**src/rtl/mppc_coinc_counter.sv**
```systemverilog
// N-channel MPPC front end: per-channel rising-edge counters over a programmable
// gate, masked N-fold coincidence counting with a per-channel window, and
// shadow snapshots at each gate end for the slow readout side.
module mppc_coinc_counter #(
  parameter int  N_CH   = 8,
  parameter int  CNT_W  = 16,
  parameter int  WIN_W  = 4,
  parameter int  GATE_W = 24,
  localparam int SEL_W  = $clog2(N_CH + 1)
) (
  input  logic              CLK,
  input  logic              RST,
  input  logic [N_CH-1:0]   ch_in,
  input  logic              enable,
  input  logic [N_CH-1:0]   coinc_mask,
  input  logic [WIN_W-1:0]  win_len,
  input  logic [GATE_W-1:0] gate_len,
  input  logic [SEL_W-1:0]  rd_sel,
  output logic [CNT_W-1:0]  rd_data,
  output logic              rd_ovf,
  output logic              gate_done,
  output logic              coinc_pulse,
  output logic [N_CH-1:0]   ch_hit
);

  typedef enum logic {IDLE = 1'b0, RUN = 1'b1} state_t;

  state_t            state, state_nxt;
  logic [GATE_W-1:0] gate_cnt, gate_cnt_nxt;
  logic              last, clr, run;

  logic [N_CH-1:0]             sync1, sync2, prev, rise, armed;
  logic [N_CH-1:0][WIN_W-1:0]  win_cnt;
  logic                        coinc;

  // Lane N_CH of the counter bank is the coincidence counter.
  logic [N_CH:0]              inc;
  logic [N_CH:0][CNT_W-1:0]   live, live_nxt, sh_cnt;
  logic [N_CH:0]              ovf, ovf_nxt, sh_ovf;

  assign rise = sync2 & ~prev;
  assign run  = (state == RUN);
  assign inc  = {coinc & run, rise & {N_CH{run}}};

  // A channel is armed on its own edge cycle and while its window is open.
  always_comb begin
    armed = rise;
    for (int i = 0; i < N_CH; i++)
      if (win_cnt[i] != '0) armed[i] = 1'b1;
  end

  // Every masked channel armed, and at least one masked channel fresh this cycle,
  // so a retrigger inside an open window counts again.
  assign coinc = (coinc_mask != '0) && ((armed & coinc_mask) == coinc_mask) &&
                 ((rise & coinc_mask) != '0);

  // Synchroniser, edge history, window countdown and LED level.
  always_ff @(posedge CLK) begin
    if (RST) begin
      sync1   <= '0;
      sync2   <= '0;
      prev    <= '0;
      win_cnt <= '0;
      ch_hit  <= '0;
    end else begin
      sync1  <= ch_in;
      sync2  <= sync1;
      prev   <= sync2;
      ch_hit <= armed;
      for (int i = 0; i < N_CH; i++) begin
        if (rise[i])                win_cnt[i] <= win_len;
        else if (win_cnt[i] != '0)  win_cnt[i] <= win_cnt[i] - WIN_W'(1);
      end
    end
  end

  // Gate FSM next state; live counters are held clear whenever not mid-gate.
  always_comb begin
    state_nxt    = state;
    gate_cnt_nxt = gate_cnt;
    last         = 1'b0;
    clr          = 1'b1;
    case (state)
      IDLE: begin
        if (enable && gate_len != '0) begin
          state_nxt    = RUN;
          gate_cnt_nxt = gate_len - GATE_W'(1);
        end
      end
      RUN: begin
        if (gate_cnt == '0) begin
          // Gate end wins over an enable drop in the same cycle.
          last = 1'b1;
          if (enable && gate_len != '0) gate_cnt_nxt = gate_len - GATE_W'(1);
          else                          state_nxt    = IDLE;
        end else if (!enable) begin
          state_nxt = IDLE;
        end else begin
          clr          = 1'b0;
          gate_cnt_nxt = gate_cnt - GATE_W'(1);
        end
      end
      default: state_nxt = IDLE;
    endcase
  end

  // Gate FSM state register.
  always_ff @(posedge CLK) begin
    if (RST) begin
      state    <= IDLE;
      gate_cnt <= '0;
    end else begin
      state    <= state_nxt;
      gate_cnt <= gate_cnt_nxt;
    end
  end

  // Saturating increment with sticky overflow for all lanes.
  always_comb begin
    live_nxt = live;
    ovf_nxt  = ovf;
    for (int i = 0; i <= N_CH; i++) begin
      if (inc[i]) begin
        if (live[i] == '1) ovf_nxt[i]  = 1'b1;
        else               live_nxt[i] = live[i] + CNT_W'(1);
      end
    end
  end

  // Live counters and shadows; the snapshot takes next-live so last-cycle events land.
  always_ff @(posedge CLK) begin
    if (RST) begin
      live   <= '0;
      ovf    <= '0;
      sh_cnt <= '0;
      sh_ovf <= '0;
    end else begin
      live <= clr ? '0 : live_nxt;
      ovf  <= clr ? '0 : ovf_nxt;
      if (last) begin
        sh_cnt <= live_nxt;
        sh_ovf <= ovf_nxt;
      end
    end
  end

  // Registered pulses and readout mux; out-of-range selects read zero.
  always_ff @(posedge CLK) begin
    if (RST) begin
      gate_done   <= 1'b0;
      coinc_pulse <= 1'b0;
      rd_data     <= '0;
      rd_ovf      <= 1'b0;
    end else begin
      gate_done   <= last;
      coinc_pulse <= coinc & run;
      if (rd_sel <= SEL_W'(N_CH)) begin
        rd_data <= sh_cnt[rd_sel];
        rd_ovf  <= sh_ovf[rd_sel];
      end else begin
        rd_data <= '0;
        rd_ovf  <= 1'b0;
      end
    end
  end

endmodule
```
**config.mk**
```make
export PLATFORM = sky130hd
export DESIGN_NAME = mppc_coinc_counter
export DESIGN_NICKNAME = d
export VERILOG_FILES = /design/src/rtl/mppc_coinc_counter.sv
export SDC_FILE = /design/constraint.sdc
export NUM_CORES = 1
export LEC_CHECK = 0
export CAP_MARGIN = 20
export CORE_MARGIN = 3
export CORE_UTILIZATION = 63
export CTS_BUF_LIST = sky130_fd_sc_hd__clkbuf_8
export CTS_CLUSTER_DIAMETER = 40
export DETAILED_ROUTE_END_ITERATION = 12
export PLACE_DENSITY = 0.79
export SLEW_MARGIN = 10
export SYNTH_ARGS = -nofsm -noshare
export SYNTH_HDL_FRONTEND = slang
export SYNTH_SLANG_ARGS = --single-unit
```
**constraint.sdc**
```tcl
create_clock -name CLK -period 3.2 [get_ports CLK]
set_input_delay 0.32 -clock CLK [delete_from_list [all_inputs] [get_ports CLK]]
set_output_delay 0.32 -clock CLK [all_outputs]
set_load 0.005 [all_outputs]
```
==> results.md <==
- The DRC violation count after routing is 0.
- Of all nets on the critical path, the largest fanout is 12.
- Headroom to the max-slew limit came out at 44.1%.
- In this run the number of cells on the critical path is 6.
- The repair_antennas step left the layout with diodes totalling 0.
- The average instance in the mapped netlist occupies 8.75 um2.
- The worst setup path is launched from a flop.
- Clock tree synthesis selected as its root buffer the cell clkbuf_8.
- The first-pass detailed-route iteration total is 5.
- The aggregate routed wire length is 46,900 um.
- The vertical die dimension is 178 um.
- The worst min-delay path class is in -> reg.
- The length in cells of the worst reg-to-reg path is 6.
- Counting flops with an async set or reset pin after synthesis yields a share of 0%.
- The analysis attributes to cell leakage a power of 7.53 nW.
- The TritonCTS clock tree is done.
- For the worst setup path, the data arrival time is 3490 ps.
- Setup repair after global routing left no endpoint under its margin.
- The net count of the mapped netlist is 2,202.
- The final count of hold timing violations is 0.
- STA classifies the critical path endpoint as a flop.
- The cell with the largest stage delay on the worst path is or4_4.
- IR analysis of the VDD net gives a maximum drop of 0.342 mV.
- Data on the critical path is required at its endpoint by 3660 ps.
- No sink is reached through more buffers than the 3 on the longest clock path.
- Using the TritonRoute via totals, the vias-per-cell ratio works out to 5.96.
- The share of cells above drive strength 1 is 9.28%.
- The via count of the routed design is 15,600.
- The register clock-pin slew on the reported worst setup and hold paths is 70 ps.
- The transition time at the pin with the least slew margin is 830 ps.
- Buffers inserted to repair hold after CTS numbered 0.
- The number of buffers and inverters on the critical path is 0.
- Detailed placement finished with a half-perimeter wire length of 31,700 um.
- The final count of negative-setup-slack endpoints is 0.
- The count of standard-cell rows is 62.
- The number of warnings reported in the yosys synthesis log is 0.
- The max-slew violation total from the final report was 0.
- The number of setup buffers added after CTS is 0.
- The synthesized netlist occupies a cell area of 18,600 um2.
- The largest net degree at the start of global routing is 95.
- The synthesized design contains 0 enable-type register cells.
- 78 I/O pins were placed.
- The residual antenna-violating net count after detailed routing is 0.
- For the worst-skew pair, the clock arrives at the later sink with an insertion delay of 610 ps.
- By area the synthesized netlist is led by dfxtp_1 (45%), nor2_1 (8.0%), mux4_2 (4.1%), a211oi_1 (3.5%), xnor2_1 (3.4%).
- The via count of the first global-routing pass is 15,200.
- The number of antenna violations at the first check in global routing is 0.
- The first global-routing pass estimated 76,400 um of wire.
- The run finished with clean final reports.
- Across every metal layer, demand over resource in global routing totals 29.8%.
- For this design the ratio of total power to cell area is 578 nW/um2.
- The critical path class is reg -> reg.
- The die covers 31,600 um2.
- The unique cell type count in the Yosys netlist is 71.
- The final global-route overflow total is 0.
- Overall power consumption after layout is estimated at 12.2 mW.
- Broken down by cell family, the worst path's largest delay share belongs to simple AND/OR/NAND/NOR gates.
- The maximum achievable frequency is 330 MHz.
- The shortest period the worst path allows is 3030 ps.
- Port buffering added 77 buffers.
- The sequential fraction of the synthesis area is 44.7%.
- The total clock sinks is 414.
- The number of synthesized register bits is 414.
- Traced cell by cell, the critical path runs through or4_4 -> or3b_1 -> o41ai_4 -> nand3_2 -> o311a_1 -> o31a_1.
- The final clock period utilization by the worst path is 94.6%.
- The number of DRC violations after detailed-routing iteration 0 is 1,320.
- The number of nets in the layout is 2,263.
- The number of gates resized after CTS was 0.
- The worst hold path was traced through 2 stages.
- The count of max-cap constraint violations is 0.
- Relative to the synthesized area, the layout overhead comes to 13.5%.
- The cell type with the largest total area after synthesis is dfxtp_1.
- Clock tree synthesis inserted a total of 69 buffers.
- The initial cell density of the core is 64.3%.
- Summed over its instances, the top area cell type makes up 44.7% of the synthesized netlist area.
- Summed over all failing endpoints, the final setup total negative slack is 0 ps.
- The synthesized netlist cell count is 2,122.
- Routability-driven placement finished with a final weighted congestion of 0.898.
- The most common flop cell mapped by yosys is dfxtp_1.
- The H-tree generated during clock tree synthesis spans 3 levels.
- The final setup skew is 44.1 ps.
- The die extent in x is 178 um.
- In the final routed layout, each cell accounts on average for 17.9 um.
- For this run, the slowest stage of the critical path takes 570 ps.
- After floorplanning, the core was sized to cover 28,900 um2.
sequential cells by signal, indices dropped and copies added, names as in the netlist:
name / flops
sh_cnt: 144
gate_done: 1
prev: 8
win_cnt: 32
run: 1
coinc_pulse: 1
sync1: 8
rd_data: 16
sh_ovf: 9
live: 144
ovf: 9
gate_cnt: 24
sync2: 8
ch_hit: 8
rd_ovf: 1
cells by family after synthesis:
group	after synthesis	synth area share, %
AOI/OAI and AO/OA	371	12.4
xor gates and xnor gates	140	6.61
adders and majority gates	29	1.96
buffers and inverters	172	4.07
DFF	414	44.7
muxes	100	7.72
and+or+nand+nor	896	22.6
where the power goes:
| group | total [mW] | switching, mW | leakage, nW | internal, mW |
|---|---|---|---|---|
| Combinational | 1.63 | 0.862 | 3.37 | 0.763 |
| Sequential | 5.58 | 0.179 | 3.35 | 5.40 |
| Clock | 4.98 | 2.16 | 0.810 | 2.82 |
stage by stage:
| stage | hold slack (ps) | instance area (um2) | instances | worst slack, ps | util, % |
|---|---|---|---|---|---|
| finish | 161 | 21100 | 2615 | 172 | 73.0 |
| global route | 173 | 21100 | 2615 | 68.1 | 73.0 |
| CTS | 127 | 21100 | 2615 | 232 | 73.0 |
| detailed placement | 426 | 19600 | 2496 | 255 | 67.9 |
| global placement | 419 | 19600 | 2496 | 275 | 67.9 |
| floorplan | 414 | 18600 | 2122 | 624 | - |
routing by layer:
layer / vias to the layer above / track usage (%) / routed length, um
met5: - / 0 / 0
met1: 7354 / 40.2 / 20600
li1: 7549 / - / -
met3: 114 / 4.90 / 3220
met2: 574 / 47.8 / 21300
met4: 0 / 12.5 / 1800
Yosys cell counts (3+ instances only):
cell type	instances
nor2_1	396
nor4b_1	4
mux2_2	5
o21ai_0	94
clkbuf_1	63
mux2i_1	61
and2_1	12
a2111oi_2	3
nand4_1	43
and4_1	10
o22ai_1	15
dfxtp_1	414
a31oi_1	8
inv_1	52
ha_1	29
or4_1	9
buf_1	13
nor3b_1	11
a211oi_1	86
a21oi_1	122
nand2_1	146
o21ai_1	3
xor2_1	68
nand2b_1	20
buf_4	13
nor3_1	51
a21o_1	3
o2111ai_1	3
a221oi_1	3
buf_2	25
or2_2	10
xnor2_1	72
nand3_1	78
nand3b_1	11
nor2b_1	28
or3_1	9
nor4_1	22
buf_6	4
mux4_2	34
and3_1	25
and3b_1	3
a311oi_1	6
o31ai_1	3
worst reg2reg max path: cells and delay by family, from the launching register on:
family / cells / cell delay, ps
flip-flops: 1 / 360
AO/OA/AOI/OAI: 3 / 1080
AND/OR/NAND/NOR: 3 / 1480
cell usage in the layout, fill, tap and decap left out, drive strengths merged, types with 5 or more instances in the layout:
master         instances
dfxtp                414
nor2                 396
nand2                147
a21oi                123
o21ai                 97
a211oi                86
clkbuf                81
nand3                 79
clkdlybuf4s50         75
xnor2                 72
inv                   69
xor2                  68
mux2i                 61
nor3                  52
nand4                 43
mux4                  34
buf                   33
ha                    29
nor2b                 28
and3                  26
nor4                  23
nand2b                20
clkinv                16
o22ai                 15
and2                  12
nand3b                11
nor3b                 11
and4                  10
or2                   10
or4                   10
or3                    9
a31oi                  8
a311oi                 6
bufinv                 6
mux2                   5
final cells by class:
class | count | area (um2)
multi-input cells | 1536 | 9540
flip-flops and latches | 414 | 8290
fillers | 2198 | 7790
clock buffers | 81 | 1110
repair buffers | 108 | 1090
well taps | 384 | 480
clock inverters | 38 | 353
inverters | 54 | 203
path summary, 6_finish.rpt:
| kind | end | start | slack, ps |
|---|---|---|---|
| setup / recovery | gate_cnt[15] | gate_cnt[16] | 170 |
| hold / removal | sh_cnt[50] | RST | 160 |
| setup reg to reg | gate_cnt[15] | gate_cnt[16] | 170 |
| hold reg to reg | sync2[7] | sync1[7] | 430 |
Note: power is estimated with default switching activity, not from simulation.
